### config.mk
export PLATFORM = sky130hd
export DESIGN_NAME = cpu_step_controller
export DESIGN_NICKNAME = d
export VERILOG_FILES = /design/src/rtl/cpu_step_controller.sv
export SDC_FILE = /design/constraint.sdc
export NUM_CORES = 1
export LEC_CHECK = 0
export ABC_CLOCK_PERIOD_IN_PS = 3400
export BUFFER_PORTS_ARGS = -buffer_cell sky130_fd_sc_hd__buf_2
export CORE_ASPECT_RATIO = 1.2
export CORE_MARGIN = 3
export CORE_UTILIZATION = 64
export DETAILED_ROUTE_END_ITERATION = 8
export MAX_ROUTING_LAYER = met4
export PLACE_DENSITY_LB_ADDON = 0.08
export SETUP_SLACK_MARGIN = 0.4
export SYNTH_ARGS = -nofsm -noshare
export SYNTH_HDL_FRONTEND = slang
export SYNTH_SLANG_ARGS = --single-unit
### constraint.sdc
create_clock -name clk -period 3.4 [get_ports clk]
set_input_delay 0.34 -clock clk [delete_from_list [all_inputs] [get_ports clk]]
set_output_delay 0.34 -clock clk [all_outputs]
set_load 0.02 [all_outputs]
### src/rtl/cpu_step_controller.sv
// CPU clock-enable gate: turns slow_clk rises and debounced run/step buttons
// into single-cycle cpu_en pulses in the clk domain, with a halt freeze.
module cpu_step_controller #(
    parameter int DEBOUNCE_CYCLES = 250000,
    parameter int CNT_W           = 16
) (
    input  logic             clk,
    input  logic             rst,
    input  logic             slow_clk,
    input  logic             btn_mode,
    input  logic             btn_step,
    input  logic             halt,
    output logic             cpu_en,
    output logic             running,
    output logic             halted,
    output logic [CNT_W-1:0] step_count
);

    localparam int DW = (DEBOUNCE_CYCLES > 1) ? $clog2(DEBOUNCE_CYCLES) : 1;
    localparam logic [DW-1:0] DB_LAST = DW'(DEBOUNCE_CYCLES - 1);

    typedef enum logic [1:0] {
        PAUSE  = 2'd0,
        RUN    = 2'd1,
        HALTED = 2'd2
    } state_t;

    // slow_q[0]=s0, slow_q[1]=s1, slow_q[2]=s2 (edge-detect delay)
    logic [2:0]          slow_q;
    logic                tick;

    // Button index 0 is mode, 1 is step
    logic [1:0]          bsync0_q, bsync1_q;
    logic [1:0]          stable_q, stable_d;
    logic [1:0][DW-1:0]  dcnt_q, dcnt_d;
    logic [1:0]          press;

    state_t              state_q, state_d;
    logic                cpu_en_q, cpu_en_d;
    logic                running_q, running_d;
    logic                halted_q, halted_d;
    logic [CNT_W-1:0]    step_count_q, step_count_d;

    assign tick = slow_q[1] & ~slow_q[2];

    // A press fires on the same edge that the stable level rises
    always_comb begin
        stable_d = stable_q;
        dcnt_d   = '0;
        press    = '0;
        for (int i = 0; i < 2; i++) begin
            if (bsync1_q[i] != stable_q[i]) begin
                if (dcnt_q[i] == DB_LAST) begin
                    stable_d[i] = bsync1_q[i];
                    press[i]    = bsync1_q[i];
                end else begin
                    dcnt_d[i] = dcnt_q[i] + DW'(1);
                end
            end
        end
    end

    always_comb begin
        state_d  = state_q;
        cpu_en_d = 1'b0;
        if (halt) begin
            state_d = HALTED;
        end else begin
            unique case (state_q)
                PAUSE: begin
                    if (press[0])      state_d  = RUN;
                    else if (press[1]) cpu_en_d = 1'b1;
                end
                RUN: begin
                    cpu_en_d = tick;
                    if (press[0]) state_d = PAUSE;
                end
                HALTED: begin
                    if (press[0]) state_d = PAUSE;
                end
                default: state_d = PAUSE;
            endcase
        end
        running_d    = (state_d == RUN);
        halted_d     = (state_d == HALTED);
        step_count_d = step_count_q + CNT_W'(cpu_en_q);
    end

    always_ff @(posedge clk or negedge rst) begin
        if (!rst) begin
            slow_q       <= '0;
            bsync0_q     <= '0;
            bsync1_q     <= '0;
            stable_q     <= '0;
            dcnt_q       <= '0;
            state_q      <= PAUSE;
            cpu_en_q     <= 1'b0;
            running_q    <= 1'b0;
            halted_q     <= 1'b0;
            step_count_q <= '0;
        end else begin
            slow_q       <= {slow_q[1:0], slow_clk};
            bsync0_q     <= {btn_step, btn_mode};
            bsync1_q     <= bsync0_q;
            stable_q     <= stable_d;
            dcnt_q       <= dcnt_d;
            state_q      <= state_d;
            cpu_en_q     <= cpu_en_d;
            running_q    <= running_d;
            halted_q     <= halted_d;
            step_count_q <= step_count_d;
        end
    end

    assign cpu_en     = cpu_en_q;
    assign running    = running_q;
    assign halted     = halted_q;
    assign step_count = step_count_q;

endmodule

# [After elaboration in Yosys (flattened, before gate mapping)]
# Index checks and enable logic that the tools add are counted.
[classes] n_eq_ne=8 n_reduce_logical=4 n_addsub=3 n_bitwise=2 n_mux=16
[ops] op="18-bit two-way mux" count=4
[ops] op="18-bit by 1-bit adder with 18-bit output (second input constant)" count=2
[ops] op="18-bit equality test (second input constant)" count=2
[ops] op="16-bit by 1-bit adder with 16-bit output" count=1
[ops] op="1-bit two-way mux" count=7
[ops] op="2-bit two-way mux" count=3
[ops] op="2-bit by 1-bit equality test with 1-bit output (second input constant)" count=2
[ops] op="2-bit equality test (second input constant)" count=2
[ops] op="2-bit one-hot mux with 2 select lines" count=1
[ops] op="2-bit AND reduction" count=2
[ops] op="2-bit zero test" count=1
[ops] op="1-bit inequality test" count=2
[ops] op="1-bit one-hot mux with 2 select lines" count=1
[ops] op="2-bit OR reduction" count=1
[ops] op="1-bit AND" count=1
[ops] op="1-bit inverter" count=1
[totals] register_bits=66 in_bits=6 elab_cells=45

# [Logic depth before layout (Yosys ltp)]
[logic_depth] word_depth=7 mapped_depth=6 ltp_nobuf=6

# [Worst setup path after synthesis]
# Ideal clock, no wire load.
[synth_path] path_kind="register to register" start="reg dcnt_q[18] (netlist name)" end="reg stable_q[1]" setup_ns=0.128 path_slack_ns=1.553 synth_period_minus_slack_ns=1.847 t_arrival_ns=1.719 path_stages_with_launch=6 cell_sequence="dfrtp_1 > ha_1 > nand3_2 > or4_4 > nor2_1 > mux2_1"
[synth_between] elab_chain_cells=2
[synth_rtl] element="from (decl)" line_no="35" rtl="logic [1:0][DW-1:0] dcnt_q, dcnt_d;"
[synth_rtl] element="from (signal assigned)" line_no="106" rtl="dcnt_q <= dcnt_d;"
[synth_rtl] element="18-bit equality test" line_no="53" rtl="if (dcnt_q[i] == DB_LAST) begin"
[synth_rtl] element="2-bit AND reduction (no line)"
[synth_rtl] element="to (signal assigned)" line_no="105" rtl="stable_q <= stable_d;"
[synth_rtl] element="to (decl)" line_no="34" rtl="logic [1:0] stable_q, stable_d;"
# No other way between the ends.
# A chain may end at the register's enable or synchronous reset.

==> summary.md <==
| Metric | Value |
|---|---|
| Worst slew slack as a fraction of its limit | `0.294` |
| Count of cell types in the netlist | `39` |
| Area used by sequential logic in the layout | `1650 sq um` |
| Number of cells produced by synthesis | `282` |
| Worst flop-to-flop path endpoint | `dcnt_q[23]` |
| Worst-Margin Slew | `1.06 ns` |
| Floorplan die width | `69.2 microns` |
| Seq/Total Area, Yosys | `0.539` |
| Fraction of the cycle the final worst path needs | `0.594` |
| Worst vdd rail ir drop | `0.323 mV` |
| Final-stage net count | `326` |
| Flop2flop setup slack | `1.38 ns` |
| Count of hold-fix buffers inserted at cts | `0` |
| Insertion delay to the later sink of the worst-skew pair | `0.34 ns` |
| Die area | `5660 sq um` |
| Initial Util | `0.692` |
| CTS tree | `built` |
| Area growth syn-to-layout | `12.1%` |
| Buffers inserted by post-CTS timing repair | `0` |
| Number of flops mapped to enable cells by yosys | `0` |
| Category of the critical setup timing path | `reg -> reg` |
| Summed negative setup slack over all endpoints | `0 ns` |
| Capturing instance or port of the critical path | `dcnt_q[23]` |
| Diode count | `0` |
| Peak fanout along the critical path | `17` |
| First-pass GRT wire length | `9670 microns` |
| Cell area power density | `439 nW/um^2` |
| Achievable clock frequency | `496 MHz` |
| Via density per instance | `5.80` |
| Cell row count | `26` |
| Via count of the first global-routing pass | `2170` |
| Core utilization of the finished layout | `0.776` |
| Async S/R FF share, synth | `1.00` |
| DRC violations left | `0` |
| Cell accounting for the most synthesized area | `dfrtp_1` |
| Number of iterations in the first detailed-routing pass | `4` |
| Proportion of layout cells with a drive suffix above 1 | `0.154` |
| Pin count of the biggest net entering global routing | `51` |
| Yosys reg bits | `66` |
| Minimum clock period | `2.02 ns` |
| Startpoint of the most critical register-to-register path | `dcnt_q[18]` |
| WP data arrival | `2.22 ns` |
| Warning count from the yosys run | `0` |
| # fillers | `309` |
| Routability cong. | `0.798` |
| Most common cell after layout, fill and taps aside | `dfrtp_1` |
| Kind of start point of the critical path | `flop` |
| Worst reg-to-reg path cell count | `5` |
| Final worst clock skew | `0.0121 ns` |
| Slew Limit Fails | `0` |
| Number of vias in the routed layout | `2169` |
| Wire length after detailed routing | `5420 microns` |
| Per-instance average area after synthesis | `10.9 sq um` |
| Worst hold path class | `in -> reg` |
| Number of instances resized during post-cts repair | `0` |
| Multi-input combinational cell area | `1340 sq um` |
| Hold violation total from the final report | `0` |
| Run status | `finished, final reports clean` |
| Final count of negative-setup-slack endpoints | `0` |
| Number of CTS-inserted buffers | `9` |
| Placeable Area | `4420 sq um` |
| Cell area after technology mapping | `3060 sq um` |
| Count of input and output buffers | `24` |
| Die Height | `81.8 microns` |
| Critical path capture point type | `flop` |
| Number of routed nets with antenna violations | `0` |
| Biggest area contributors in the synthesized netlist | `dfrtp_1 54%, xnor2_1 7.7%, nor2_1 4.4%, xor2_1 4.3%, nand3_1 3.1%` |
| Global routing usage summed across all routing layers | `0.225` |
| Unrepaired setup endpoints after global routing | `false` |
| H-tree levels | `3` |
| Number of antenna violations at the first check in global routing | `0` |
| Total congestion overflow | `0` |
| Most used DFF post-synth | `dfrtp_1` |
| Worst setup path startpoint | `dcnt_q[18]` |
| Max Cap Violations | `0` |
| Syn nets | `295` |
| I/O pin count | `25` |
| CTS clk-pin slew, worst paths | `0.07 ns` |
| Root Buffer | `clkbuf_8` |
| Routed length per instance | `14.5 microns` |
| Share of the synthesized area in the top cell type | `0.539` |
| HPWL after detailed placement | `3590 microns` |
| Iteration-0 DRC count of the detailed router | `125` |
| Leakage power | `1.53 nW` |
| Required time reported for the critical path endpoint | `3.60 ns` |
| Maximum clock path buffer count | `2` |
| Clock sink count | `66` |
| Top library cells by usage in the layout, fill and taps aside | `66 x dfrtp_1, 36 x nor2_1, 27 x xnor2_1, 24 x buf_2, 19 x nand3_1` |
## metrics by stage
stage	worst slack [ns]	hold WS [ns]	instance area (sq um)	std cells	power, mW
detailed placement	1.37	0.339	3240	358	0.861
CTS	1.37	0.0914	3430	374	1.52
global placement	1.40	0.332	3240	358	0.859
floorplan	1.55	0.0444	3060	282	0.837
finish	1.38	0.104	3430	374	1.51
global route	1.18	0.0887	3430	374	1.56
## cell usage after synthesis, types with 3 or more instances
library cell / number
inv_1: 10
and4_1: 5
xor2_1: 15
o21ai_0: 5
ha_1: 7
a21oi_1: 5
nor3_1: 7
or3_1: 5
nor4b_1: 4
nand3_1: 19
nor4_1: 6
nand4_1: 15
nand2_1: 16
xnor2_1: 27
dfrtp_1: 66
and3_1: 4
mux2i_1: 3
nor2_1: 36
## report_power, final
part	internal [mW]	switching, mW	leakage (nW)	total (mW)
clock network	0.379	0.283	0.101	0.662
logic	0.0112	0.0297	0.543	0.0409
registers	0.795	0.00898	0.891	0.804
total	1.19	0.322	1.53	1.51
## kinds of logic after synthesis
family / synth area share
AOI/OAI and AO/OA: 0.0355
xor gates and xnor gates: 0.120
adders and majority gates: 0.0286
buffers and inverters: 0.0229
DFF: 0.539
muxes: 0.0135
and+or+nand+nor: 0.240
## routing by layer
metal / up-vias / global-route usage / part of all wire / routed length, microns
met5: - / - / 0 / 0
met1: 1063 / 0.267 / 0.46 / 2470
met3: 12 / 0.0600 / 0.041 / 220
met2: 46 / 0.365 / 0.48 / 2620
li1: 1048 / - / - / -
met4: 0 / 0.104 / 0.019 / 105
## worst min path at each step
| stage | startpoint | endpoint | slack (ns) | cells after the start |
|---|---|---|---|---|
| 6_report | slow_clk | slow_q[0] | 0.10 | 1 |
| 5_1_grt | slow_clk | slow_q[0] | 0.09 | 1 |
| 4_1_cts | btn_step | bsync0_q[1] | 0.09 | 1 |
| 3_5_place_dp | bsync0_q[1] | bsync1_q[1] | 0.34 | 0 |
| 3_3_place_gp | slow_q[0] | slow_q[1] | 0.33 | 0 |
| 2_1_floorplan | rst | bsync0_q[0] | 0.04 | 0 |
## worst max-delay path, cell delays in order (launching register included)
cell,delay [ns]
dfrtp_1,0.40
ha_1,0.23
nand3_2,0.16
or4_4,0.55
o21ai_4,0.44
nor2_1,0.10
## sequential cells by signal, indices dropped and copies added (netlist names)
register,flops
bsync0_q,2
bsync1_q,2
cpu_en,1
dcnt_q,36
halted,1
running,1
slow_q,3
stable_q,2
state_q,2
step_count,16
## final cells by class
class,instances,share of cell area
clock buffer,14,0.0474
timing repair buffer,26,0.0394
inverter,10,0.0109
multi-input combinational,200,0.391
clock inverter,2,0.0102
tap,56,0.0204
sequential,66,0.481
(Power assumes the default switching activity.)
